### src/rtl/cond_unit.sv
// Condition-check and NZCV flags register for the EX stage.
// Optional saturating execute/squash counters are built when COND_PERF_CNT_EN is defined.
module cond_unit #(
  parameter int unsigned CNT_W = 16
) (
  input  logic             clk,
  input  logic             reset,
  input  logic [3:0]       ALUFlags_i,
  input  logic [3:0]       cond_i,
  input  logic [1:0]       flag_write_i,
  input  logic             valid_i,
  input  logic             stall_i,
  input  logic             flush_i,
  input  logic             reg_write_i,
  input  logic             mem_write_i,
  input  logic             pcs_i,
  output logic             reg_write_o,
  output logic             mem_write_o,
  output logic             pcs_o,
  output logic             cond_ex_o,
  output logic [3:0]       flags_o,
  output logic [CNT_W-1:0] exec_cnt_o,
  output logic [CNT_W-1:0] squash_cnt_o
);

  logic [3:0] flags_q;
  logic       n, z, c, v;
  logic       go;

  assign flags_o      = flags_q;
  assign {n, z, c, v} = flags_q;

  always_comb begin
    cond_ex_o = 1'b0;
    case (cond_i)
      4'h0: cond_ex_o = z;
      4'h1: cond_ex_o = ~z;
      4'h2: cond_ex_o = c;
      4'h3: cond_ex_o = ~c;
      4'h4: cond_ex_o = n;
      4'h5: cond_ex_o = ~n;
      4'h6: cond_ex_o = v;
      4'h7: cond_ex_o = ~v;
      4'h8: cond_ex_o = c & ~z;
      4'h9: cond_ex_o = ~c | z;
      4'hA: cond_ex_o = (n == v);
      4'hB: cond_ex_o = (n != v);
      4'hC: cond_ex_o = ~z & (n == v);
      4'hD: cond_ex_o = z | (n != v);
      4'hE: cond_ex_o = 1'b1;
      default: cond_ex_o = 1'b0;
    endcase
  end

  assign go          = valid_i & cond_ex_o & ~stall_i & ~flush_i & ~reset;
  assign reg_write_o = reg_write_i & go;
  assign mem_write_o = mem_write_i & go;
  assign pcs_o       = pcs_i & go;

  // N,Z and C,V halves are written independently; unwritten halves hold.
  always_ff @(posedge clk) begin
    if (reset) begin
      flags_q <= '0;
    end else if (go) begin
      if (flag_write_i[1]) flags_q[3:2] <= ALUFlags_i[3:2];
      if (flag_write_i[0]) flags_q[1:0] <= ALUFlags_i[1:0];
    end
  end

`ifdef COND_PERF_CNT_EN
  logic [CNT_W-1:0] exec_q, squash_q;
  logic             squash;

  assign squash       = valid_i & ~cond_ex_o & ~stall_i & ~flush_i & ~reset;
  assign exec_cnt_o   = exec_q;
  assign squash_cnt_o = squash_q;

  always_ff @(posedge clk) begin
    if (reset) begin
      exec_q   <= '0;
      squash_q <= '0;
    end else begin
      if (go && (exec_q != '1))       exec_q   <= exec_q + CNT_W'(1);
      if (squash && (squash_q != '1)) squash_q <= squash_q + CNT_W'(1);
    end
  end
`else
  assign exec_cnt_o   = '0;
  assign squash_cnt_o = '0;
`endif

endmodule

### config.mk
export PLATFORM = sky130hd
export DESIGN_NAME = cond_unit
export DESIGN_NICKNAME = d
export VERILOG_FILES = /design/src/rtl/cond_unit.sv
export SDC_FILE = /design/constraint.sdc
export NUM_CORES = 1
export LEC_CHECK = 0
export ABC_AREA = 1
export CAP_MARGIN = 5
export CORE_ASPECT_RATIO = 0.7
export CORE_MARGIN = 2
export CORE_UTILIZATION = 35
export CTS_CLUSTER_SIZE = 40
export DETAILED_ROUTE_END_ITERATION = 16
export GPL_TIMING_DRIVEN = 0
export PLACE_DENSITY = 0.92
export SKIP_CTS_REPAIR_TIMING = 1
export SYNTH_ARGS = -nofsm -noshare
export SYNTH_HDL_FRONTEND = slang
export SYNTH_SLANG_ARGS = --single-unit
### constraint.sdc
create_clock -name clk -period 3.2 [get_ports clk]
set_clock_uncertainty 0.2 [all_clocks]
set_input_delay 0.64 -clock clk [delete_from_list [all_inputs] [get_ports clk]]
set_output_delay 0.64 -clock clk [all_outputs]
set_load 0.05 [all_outputs]
# Word-level counts from Yosys, hierarchy flattened

Cells that the tools add are included.

Bitwise logic cells: 18
Eq/ne operators: 16
Multiplexer cells: 1
Reduce and logical (&&, ||, !) cells: 3

Operators by type and width:

| operator             | count |
|---|---|
| $eq A4 B4 Y1 const B | 7 |
| $eq A4 B3 Y1 const B | 4 |
| $pmux W1 S15         | 1 |
| $and A1 B1 Y1        | 9 |
| $eq A4 B2 Y1 const B | 2 |
| $not A1 Y1           | 7 |
| $eq A4 B1 Y1 const B | 1 |
| $logic_not A4 Y1     | 1 |
| $reduce_and A2 Y1    | 2 |
| $or A1 B1 Y1         | 2 |
| $eq A1 B1 Y1         | 1 |
| $ne A1 B1 Y1         | 1 |

Word-level logic and storage cells: 40
Flip-flop bits (word level): 4
Bits of input ports: 18

# Longest topological paths before layout

Gate-level depths: netlist of the first run.

Depth in word-level cells: 8
Gate-level depth with buffers: 12

# Worst setup path before layout of the first run

Ideal clock, no wire load.

Kind: register to output
Start point: reg flags_q[3], in the netlist flags_o[3]
End point: out mem_write_o
Cell stages (with the launch flop): 11
Arrival: 2,166 ps
Setup slack: 194 ps
Path through: dfxtp_1 inv_1 nand2_1 nand2_1 nand2_1 nand2_1 nand2_1 nand2_2 nand3_4 nand2_1 nor2_1

Word-level cells in the longest chain between the ends: 8

Ends and longest elaborated chain:

| element                                       | line   | RTL |
|---|---|---|
| from (decl)                                   | 26     | `logic [3:0] flags_q;` |
| from (signal assigned)                        | 65     | `if (flag_write_i[1]) flags_q[3:2] <= ALUFlags_i[3:2];` |
| $ne A1 B1 Y1 or $eq A1 B1 Y1 (tied branches)  | --     |  |
| $or A1 B1 Y1 or $and A1 B1 Y1 (tied branches) | 49, 48 |  |
| $pmux W1 S15 *                                | 35     | `case (cond_i)` |
| via cond_ex_o                                 | 20     | `output logic cond_ex_o,` |
| $and A1 B1 Y1 * (4 in a row)                  | 55     | `assign go = valid_i & cond_ex_o & ~stall_i & ~flush_i & ~reset;` |
| $and A1 B1 Y1 *                               | 57     | `assign mem_write_o = mem_write_i & go;` |
| to (decl)                                     | 18     | `output logic mem_write_o,` |

The timed path passes the listed nets; every way through them passes the cells marked *.

# Final worst setup path of the first run

Start point: in stall_i
End point: out reg_write_o

Word-level cells in the longest chain between the ends: 5

Ends and longest elaborated chain:

| element                    | line | RTL |
|---|---|---|
| from (decl)                | 12   | `input logic stall_i,` |
| $not A1 Y1                 | 55   |  |
| $and A1 B1 Y1 (3 in a row) | 55   |  |
| $and A1 B1 Y1              | 56   | `assign reg_write_o = reg_write_i & go;` |
| to (decl)                  | 17   | `output logic reg_write_o,` |

No other way between the ends.

==> results.py, run 1 <==
metrics = {
    "placed_design": {
        "dpl_worst_slack_ns": -0.5304,
        "io_buffer_count": 24,
        "place.gp.congestion": 0.7982,
        "dp.cells": 202,
        "hpwl_um": 1529,
    },
    "critical_path": {
        "start_kind": "input port",
        "end_kind": "primary output",
        "setup.worst_path.start": "stall_i",
        "worstSetupPathType": "in -> out",
        "worst_ep_required_time_ns": 2.36,
        "critPathMaxFanout": 7,
        "reg2regPathDepth": 11,
        "crit_path_end": "reg_write_o",
        "reg2reg_from": "flags_o[3]",
        "arrival_ns": 2.15,
        "rrSetupSlack_ns": 1.57,
        "r2r-end": "flags_o[1]",
    },
    "cts": {
        "htree_levels": 1,
        "clock_latency_ns": 0.24,
        "clk_pin_slew_ns": 0.04,
        "cts_sinks": 4,
        "cts_buffers": 3,
        "root_buffer": "clkbuf_4",
        "cts_tree": "done",
        "cts.path.max_buffers": 2,
    },
    "timing": {
        "fin_tns_setup_ns": 0,
        "hold_viol": 0,
        "holdWs_ns": 0.3954,
        "fmax_mhz": 334.5,
        "setup_ws_ns": 0.2104,
        "setup_viol": 0,
        "rsz0062_at_grt": "false",
        "drv_slew": 0,
        "tightest_slew_ns": 0.5104,
        "relSlewSlack_pct": 65.87,
        "min_period_ns": 2.990,
        "finalCritPeriodShare_pct": 93.42,
    },
    "floorplanning": {
        "die_area_um2": 2522,
        "rows": 13,
        "die_y_um": 42.62,
        "ios": 58,
        "die_width_um": 59.17,
        "coreArea_um2": 1936,
        "initial_core_util_pct": 38.53,
    },
    "power": {
        "combPwrFrac_pct": 62.0,
        "max-vdd-ir-drop_v": 0.0001075,
        "p_leak_nw": 0.7044,
        "intPower_mw": 0.1559,
        "netSwitchingFraction_pct": 50.18,
        "power.net_switching_mw": 0.1570,
        "powerDensity_nw_per_um2": 266.6,
        "seqPwrFrac_pct": 16.5,
        "clock_power_share_pct": 21.5,
    },
    "final_layout": {
        "nNetsFinal": 203,
        "diodes": 0,
        "drive_gt1_share_pct": 27.87,
        "instances_no_fill": 205,
        "most-common-layout-cells": "32 x buf_4, 32 x conb_1, 29 x nand2_1",
        "utilization_pct": 60.63,
        "largest_register_ffs": 4,
        "area_growth_pct": 57.38,
    },
    "route": {
        "drtPass1Iterations": 4,
        "drc_errors": 0,
        "wirelength_um": 1751,
        "wl_per_cell_um": 8.541,
        "drtAntennaViolNets": 0,
        "num_vias": 790,
        "drt_iter0_markers": 33,
        "routed_via_density": 3.854,
    },
    "global_route": {
        "grt_usage_pct": 15.40,
        "grt.overflow.total": 0,
        "grt_pass1_wl_um": 2918,
        "antenna_found_initial": 0,
        "grt_pass1_vias": 652,
        "grt_max_degree": 9,
    },
    "yosys": {
        "synth-seq-cells": 4,
        "yosys_warnings": 0,
        "synth_area_per_cell_um2": 5.966,
        "synthCells": 125,
        "synth_area_um2": 745.7,
        "synth_area_leaders": "buf_4 32%, nand2_1 15%, dfxtp_1 11%, inv_1 11%, nand3_1 7.4%",
        "synth_cell_types": 17,
        "seq_area_frac_synth_pct": 10.74,
        "synth_top_area_share_pct": 32.21,
        "yosys.area.top_type": "buf_4",
    },
    "hold_path": {
        "hold_class": "reg -> reg",
    },
    "run": {
        "drv_cap": 0,
    },
    "run_status": {
        "status": "complete, no violations",
    },
}
-- layout make-up --
class                           count  area, um2
Fill cell                         192      762.0
Multi-Input combinational cell     97      455.4
Timing Repair Buffer               24      254.0
Buffer                             33      251.5
Inverter                           22      82.58
Sequential cell                     4      80.08
Tap cell                           22      27.53
Clock buffer                        3      22.52
-- power by group through the flow --
stage               logic [mW]  clock network, mW  registers [mW]
CTS                      0.192             0.0702          0.0516
detailed placement       0.191                  0          0.0525
floorplan                0.153                  0          0.0552
finish                   0.194             0.0674          0.0516
global route             0.206             0.0765          0.0516
global placement         0.190                  0          0.0525
-- routing by layer --
layer,GRT usage [%],part of all wire [%],vias up
li1,-,-,434
met1,21.53,45,320
met2,21.33,44,32
met5,0,0,-
met3,5.864,8.9,4
met4,5.000,1.7,0
-- metrics by stage --
step	power [mW]	area (um2)
floorplan	0.2081	862.1
global placement	0.2425	1130
finish	0.3129	1174
detailed placement	0.2440	1130
CTS	0.3134	1152
global route	0.3340	1174
-- synthesized netlist by cell type (all sizes together) --
| master | number |
|---|---|
| buf | 33 |
| nor4b | 1 |
| dfxtp | 4 |
| nor2 | 13 |
| nand3 | 14 |
| nand2 | 31 |
| nand4 | 4 |
| inv | 22 |
| conb | 1 |
| a21oi | 2 |
-- how the worst min path moves through the flow --
stage	from	to	slack [ns]	cells after the start
after floorplan	flags_o[2]	flags_o[2]	0.58	4
after global placement	flags_o[2]	flags_o[2]	0.38	4
after detailed placement	flags_o[2]	flags_o[2]	0.39	4
after CTS	flags_o[2]	flags_o[2]	0.39	4
after global routing	flags_o[3]	flags_o[3]	0.45	4
final	flags_o[0]	flags_o[0]	0.40	4
-- critical path: stages --
cell and delay, ns:
clkdlybuf4s50_1 0.45, nor4b_4 0.51, nand2_1 0.22, nor2_2 0.16
buf_6 0.17
-- cell families after synthesis --
logic type,count (synthesis),share of synthesized area [%]
buffers and inverters,55,44.80
and+or+nand+nor,63,42.11
other,1,0.5029
DFF,4,10.74
AOI/OAI and AO/OA,2,1.845
No activity file was read; power rests on OpenSTA's default activity.
==> run 2, diff against run 1 <==
--- a/config.mk
+++ b/config.mk
@@ -9,11 +9,11 @@
 export CAP_MARGIN = 5
 export CORE_ASPECT_RATIO = 0.7
 export CORE_MARGIN = 2
-export CORE_UTILIZATION = 35
+export CORE_UTILIZATION = 36
 export CTS_CLUSTER_SIZE = 40
 export DETAILED_ROUTE_END_ITERATION = 16
 export GPL_TIMING_DRIVEN = 0
-export PLACE_DENSITY = 0.92
+export PLACE_DENSITY = 0.94
 export SKIP_CTS_REPAIR_TIMING = 1
 export SYNTH_ARGS = -nofsm -noshare
 export SYNTH_HDL_FRONTEND = slang
==> results.py, run 2 (same netlist as run 1, synthesis figures left out) <==
metrics = {
    "placed_design": {
        "place.gp.congestion": 0.7805,
        "placed_cell_area_um2": 1130,
        "hpwl_um": 1522,
        "io_buffer_count": 24,
    },
    "route": {
        "wirelength_um": 1791,
        "drt_iter0_markers": 29,
        "drtPass1Iterations": 4,
        "drtAntennaViolNets": 0,
        "wl_met3_um": 129,
        "num_vias": 767,
        "highest_layer": "met4",
        "routed_via_density": 3.741,
        "drc_errors": 0,
        "met1Wirelength_um": 787,
        "wl_per_cell_um": 8.737,
        "wl_met2_um": 845,
    },
    "power": {
        "p_leak_nw": 0.7052,
        "power.net_switching_mw": 0.1561,
        "powerDensity_nw_per_um2": 268.2,
        "max-vdd-ir-drop_v": 0.0001918,
        "combPwrFrac_pct": 62.2,
        "seqPwrFrac_pct": 16.6,
        "netSwitchingFraction_pct": 50.06,
        "intPower_mw": 0.1557,
        "clock_power_share_pct": 21.2,
    },
    "timing": {
        "tightest_slew_ns": 0.5368,
        "hold_viol": 0,
        "drv_slew": 0,
        "min_period_ns": 2.926,
        "relSlewSlack_pct": 64.15,
        "finalCritPeriodShare_pct": 91.44,
        "setup_viol": 0,
        "holdWs_ns": 0.3778,
        "rsz0062_at_grt": "false",
        "fin_tns_setup_ns": 0,
        "fmax_mhz": 341.7,
    },
    "cts": {
        "cts_sinks": 4,
        "root_buffer": "clkbuf_4",
        "clock_latency_ns": 0.25,
        "clk_pin_slew_ns": 0.04,
        "htree_levels": 1,
        "cts_buffers": 3,
        "cts_tree": "done",
        "cts.path.max_buffers": 2,
    },
    "critical_path": {
        "crit_path_end": "reg_write_o",
        "rrSetupSlack_ns": 1.59,
        "start_kind": "input port",
        "reg2regPathDepth": 11,
        "r2r-end": "flags_o[0]",
        "worstSetupPathType": "in -> out",
        "worst_ep_required_time_ns": 2.36,
        "reg2reg_from": "flags_o[3]",
        "setup.worst_path.start": "stall_i",
        "arrival_ns": 2.09,
        "end_kind": "primary output",
        "critPathMaxFanout": 7,
    },
    "final_layout": {
        "multi_input_area_um2": 447.9,
        "nNetsFinal": 203,
        "layout_commonest_cell": "buf_4",
        "area_growth_pct": 55.87,
        "diodes": 0,
        "most-common-layout-cells": "33 x buf_4, 32 x conb_1, 29 x nand2_1",
        "fin_area_um2": 1162,
        "largest_register_ffs": 4,
        "fillers": 195,
        "seqCellArea_um2": 80.08,
        "drive_gt1_share_pct": 26.23,
    },
    "global_route": {
        "grt_pass1_wl_um": 2891,
        "grt_usage_pct": 16.07,
        "grt_pass1_vias": 638,
        "grt.overflow.total": 0,
        "antenna_found_initial": 0,
        "grt_max_degree": 9,
    },
    "floorplanning": {
        "die_area_um2": 2457,
        "die_width_um": 58.40,
        "coreArea_um2": 1903,
        "ios": 58,
        "initial_core_util_pct": 39.18,
        "die_y_um": 42.08,
        "rows": 13,
    },
    "run": {
        "drv_cap": 0,
    },
    "hold_path": {
        "hold_class": "reg -> reg",
        "whs_path_depth": 4,
    },
    "run_status": {
        "status": "complete, no violations",
    },
}
[run 2: layer usage]
| metal | track usage [%] | up-vias |
|---|---|---|
| li1 | - | 432 |
| met1 | 19.71 | 304 |
| met2 | 24.49 | 27 |
| met3 | 6.481 | 4 |
| met4 | 6.977 | 0 |
| met5 | 0 | - |
[run 2: worst min-delay path by stage]
stage               startpoint    endpoint
finish              flags_o[2]  flags_o[2]
global route        flags_o[1]  flags_o[1]
CTS                 flags_o[2]  flags_o[2]
detailed placement  flags_o[2]  flags_o[2]
global placement    flags_o[2]  flags_o[2]
floorplan           flags_o[2]  flags_o[2]
[run 2: cell type report]
type                       instances  area share, %
buffer                            33          21.64
clock buffer                       3          1.938
inverter                          22          7.104
multi-input combinational         97          38.54
sequential                         4          6.889
tap                               22          2.368
timing repair buffer              24          21.53
[run 2: worst max-delay path, stage by stage]
cell and delay (ns):
clkdlybuf4s50_1 0.45, nor4b_4 0.50, nand2_1 0.17, nor2_1 0.15, buf_6 0.18
[run 2: power by group through the flow]
| stage | Sequential (mW) | Combinational [mW] | Clock [mW] |
|---|---|---|---|
| 2_1_floorplan | 0.0552 | 0.153 | 0 |
| 3_3_place_gp | 0.0524 | 0.190 | 0 |
| 3_5_place_dp | 0.0525 | 0.191 | 0 |
| 4_1_cts | 0.0517 | 0.192 | 0.0704 |
| 5_1_grt | 0.0517 | 0.206 | 0.0740 |
| 6_report | 0.0517 | 0.194 | 0.0661 |
[run 2: through the flow]
| stage | power [mW] | instances | util, % | setup WS (ns) |
|---|---|---|---|---|
| final | 0.3118 | 205 | 61.08 | 0.2738 |
| after global routing | 0.3316 | 205 | 61.08 | 0.1570 |
| after CTS | 0.3136 | 205 | 60.55 | -0.5121 |
| after detailed placement | 0.2439 | 202 | 59.37 | -0.5131 |
| after global placement | 0.2425 | 202 | 59.37 | -0.5073 |
| after floorplan | 0.2081 | 156 | - | 0.1945 |
==> run 3, diff against run 2 <==
--- a/config.mk
+++ b/config.mk
@@ -7,13 +7,13 @@
 export LEC_CHECK = 0
 export ABC_AREA = 1
 export CAP_MARGIN = 5
-export CORE_ASPECT_RATIO = 0.7
 export CORE_MARGIN = 2
-export CORE_UTILIZATION = 36
+export CORE_UTILIZATION = 45
 export CTS_CLUSTER_SIZE = 40
 export DETAILED_ROUTE_END_ITERATION = 16
+export DONT_BUFFER_PORTS = 1
 export GPL_TIMING_DRIVEN = 0
-export PLACE_DENSITY = 0.94
+export PLACE_DENSITY = 0.68
 export SKIP_CTS_REPAIR_TIMING = 1
 export SYNTH_ARGS = -nofsm -noshare
 export SYNTH_HDL_FRONTEND = slang
==> results.py, run 3 (same netlist as run 1, synthesis figures left out) <==
metrics = {
    "final_layout": {
        "largest_register_ffs": 4,
        "most-common-layout-cells": "32 x buf_4, 32 x conb_1, 29 x nand2_1",
        "nNetsFinal": 179,
        "diodes": 0,
        "fillers": 164,
        "instances_no_fill": 175,
        "drive_gt1_share_pct": 32.08,
        "utilization_pct": 61.08,
        "area_growth_pct": 24.83,
        "fin_area_um2": 930.9,
    },
    "route": {
        "routed_via_density": 3.863,
        "drtPass1Iterations": 4,
        "drc_errors": 0,
        "wl_per_cell_um": 7.760,
        "drtAntennaViolNets": 0,
        "wirelength_um": 1358,
        "drt_iter0_markers": 14,
        "num_vias": 676,
    },
    "critical_path": {
        "critPathMaxStageDelay_ns": 0.51,
        "crit_chain": "inv_1 > nand2_1 > nand2_1 > nand2_1 > nand2_1 > nand2_1 > nand2_2 > nand3_4 > nand2_1 > nor2_4",
        "worst_ep_required_time_ns": 2.36,
        "cp_common_cell": "nand2_1",
        "critPathMaxFanout": 8,
        "end_kind": "primary output",
        "start_kind": "flop",
        "arrival_ns": 2.11,
        "cp_slowest_cell": "dfxtp_2",
        "worstSetupPathType": "reg -> out",
    },
    "placed_design": {
        "io_buffer_count": 0,
        "dp.cells": 172,
        "placed_cell_area_um2": 882.1,
        "place.gp.congestion": 0.8042,
        "hpwl_um": 1191,
    },
    "cts": {
        "cts_tree": "done",
        "cts_buffers": 3,
        "clk_pin_slew_ns": 0.04,
        "clock_latency_ns": 0.23,
        "htree_levels": 1,
        "cts.path.max_buffers": 2,
        "root_buffer": "clkbuf_4",
        "cts_sinks": 4,
    },
    "global_route": {
        "grt_pass1_wl_um": 2070,
        "grt.overflow.total": 0,
        "grt.met3_usage_pct": 2.400,
        "antenna_found_initial": 0,
        "grt_max_degree": 9,
        "grtUsageMet1_pct": 18.29,
        "top_usage_layer": "met2",
        "grt_usage_pct": 14.19,
        "grt_use_met2_pct": 21.74,
        "grt_pass1_vias": 519,
    },
    "timing": {
        "hold_viol": 0,
        "drv_slew": 0,
        "rsz0062_at_grt": "false",
        "fmax_mhz": 339.5,
        "min_period_ns": 2.945,
        "fin_tns_setup_ns": 0,
        "setup_viol": 0,
        "finalCritPeriodShare_pct": 92.04,
        "relSlewSlack_pct": 60.06,
        "tightest_slew_ns": 0.5983,
    },
    "power": {
        "max-vdd-ir-drop_v": 0.0001731,
        "totalPowerFinal_mw": 0.2776,
        "powerDensity_nw_per_um2": 298.2,
        "p_leak_nw": 0.5720,
    },
    "run_status": {
        "status": "complete, no violations",
    },
    "floorplanning": {
        "die_area_um2": 1999,
        "rows": 14,
        "coreArea_um2": 1524,
        "die_y_um": 44.71,
        "initial_core_util_pct": 48.93,
        "ios": 58,
        "die_width_um": 44.71,
    },
    "run": {
        "drv_cap": 0,
    },
    "hold_path": {
        "hold_class": "in -> reg",
    },
}
[run 3: changes by cell type in the layout (fill, tap and decap cells not counted)]
| cell | previous run | this run |
|---|---|---|
| buf_4 | 33 | 32 |
| buf_6 | 3 | 1 |
| dfxtp_2 | 0 | 3 |
| nor2_1 | 12 | 9 |
| dfxtp_1 | 4 | 1 |
| dlymetal6s2s_1 | 4 | 0 |
| nor2_4 | 0 | 3 |
| clkdlybuf4s50_1 | 17 | 0 |
[run 3: final timing paths]
check / startpoint / to / slack, ns / cells after the start
worst max register to register: flags_o[2] / flags_o[1] / 1.19 / 11
worst max-delay path: flags_o[3] / reg_write_o / 0.25 / 10
worst min register to register: flags_o[0] / flags_o[0] / 0.51 / 4
worst min-delay path: reset / flags_o[0] / 0.40 / 3
[run 3: per-layer routing]
layer,vias to the layer above,wire [um]
li1,384,-
met3,2,110
met5,-,0
met4,0,8
met2,32,689
met1,258,549
[run 3: area by class of cell]
cell class                      count  area (um2)  area share (%)
Multi-Input combinational cell     97       470.5           50.54
Buffer                             33       251.5           27.02
Sequential cell                     4       83.83           9.005
Inverter                           22       82.58           8.871
Clock buffer                        3       22.52           2.419
Tap cell                           16       20.02           2.151
[run 3: metrics by stage]
stage	hold WS, ns	worst slack [ns]
detailed placement	0.6356	0.01457
finish	0.3953	0.2547
global route	0.4026	0.05316
global placement	0.6374	0.04408
CTS	0.3956	-0.2527
floorplan	0.5832	0.1945
[run 3: where the power goes]
| group | internal, mW | switching [mW] | total, mW |
|---|---|---|---|
| clock | 0.0419 | 0.0196 | 0.0614 |
| sequential | 0.0511 | 0.00373 | 0.0548 |
| combinational | 0.0417 | 0.120 | 0.161 |
[run 3: worst max-delay path, delay by kind of cell (launching register included)]
family / cells / cell delay [ns]
simple gates: 9 / 1.23
buf+inv: 1 / 0.13
flops: 1 / 0.51
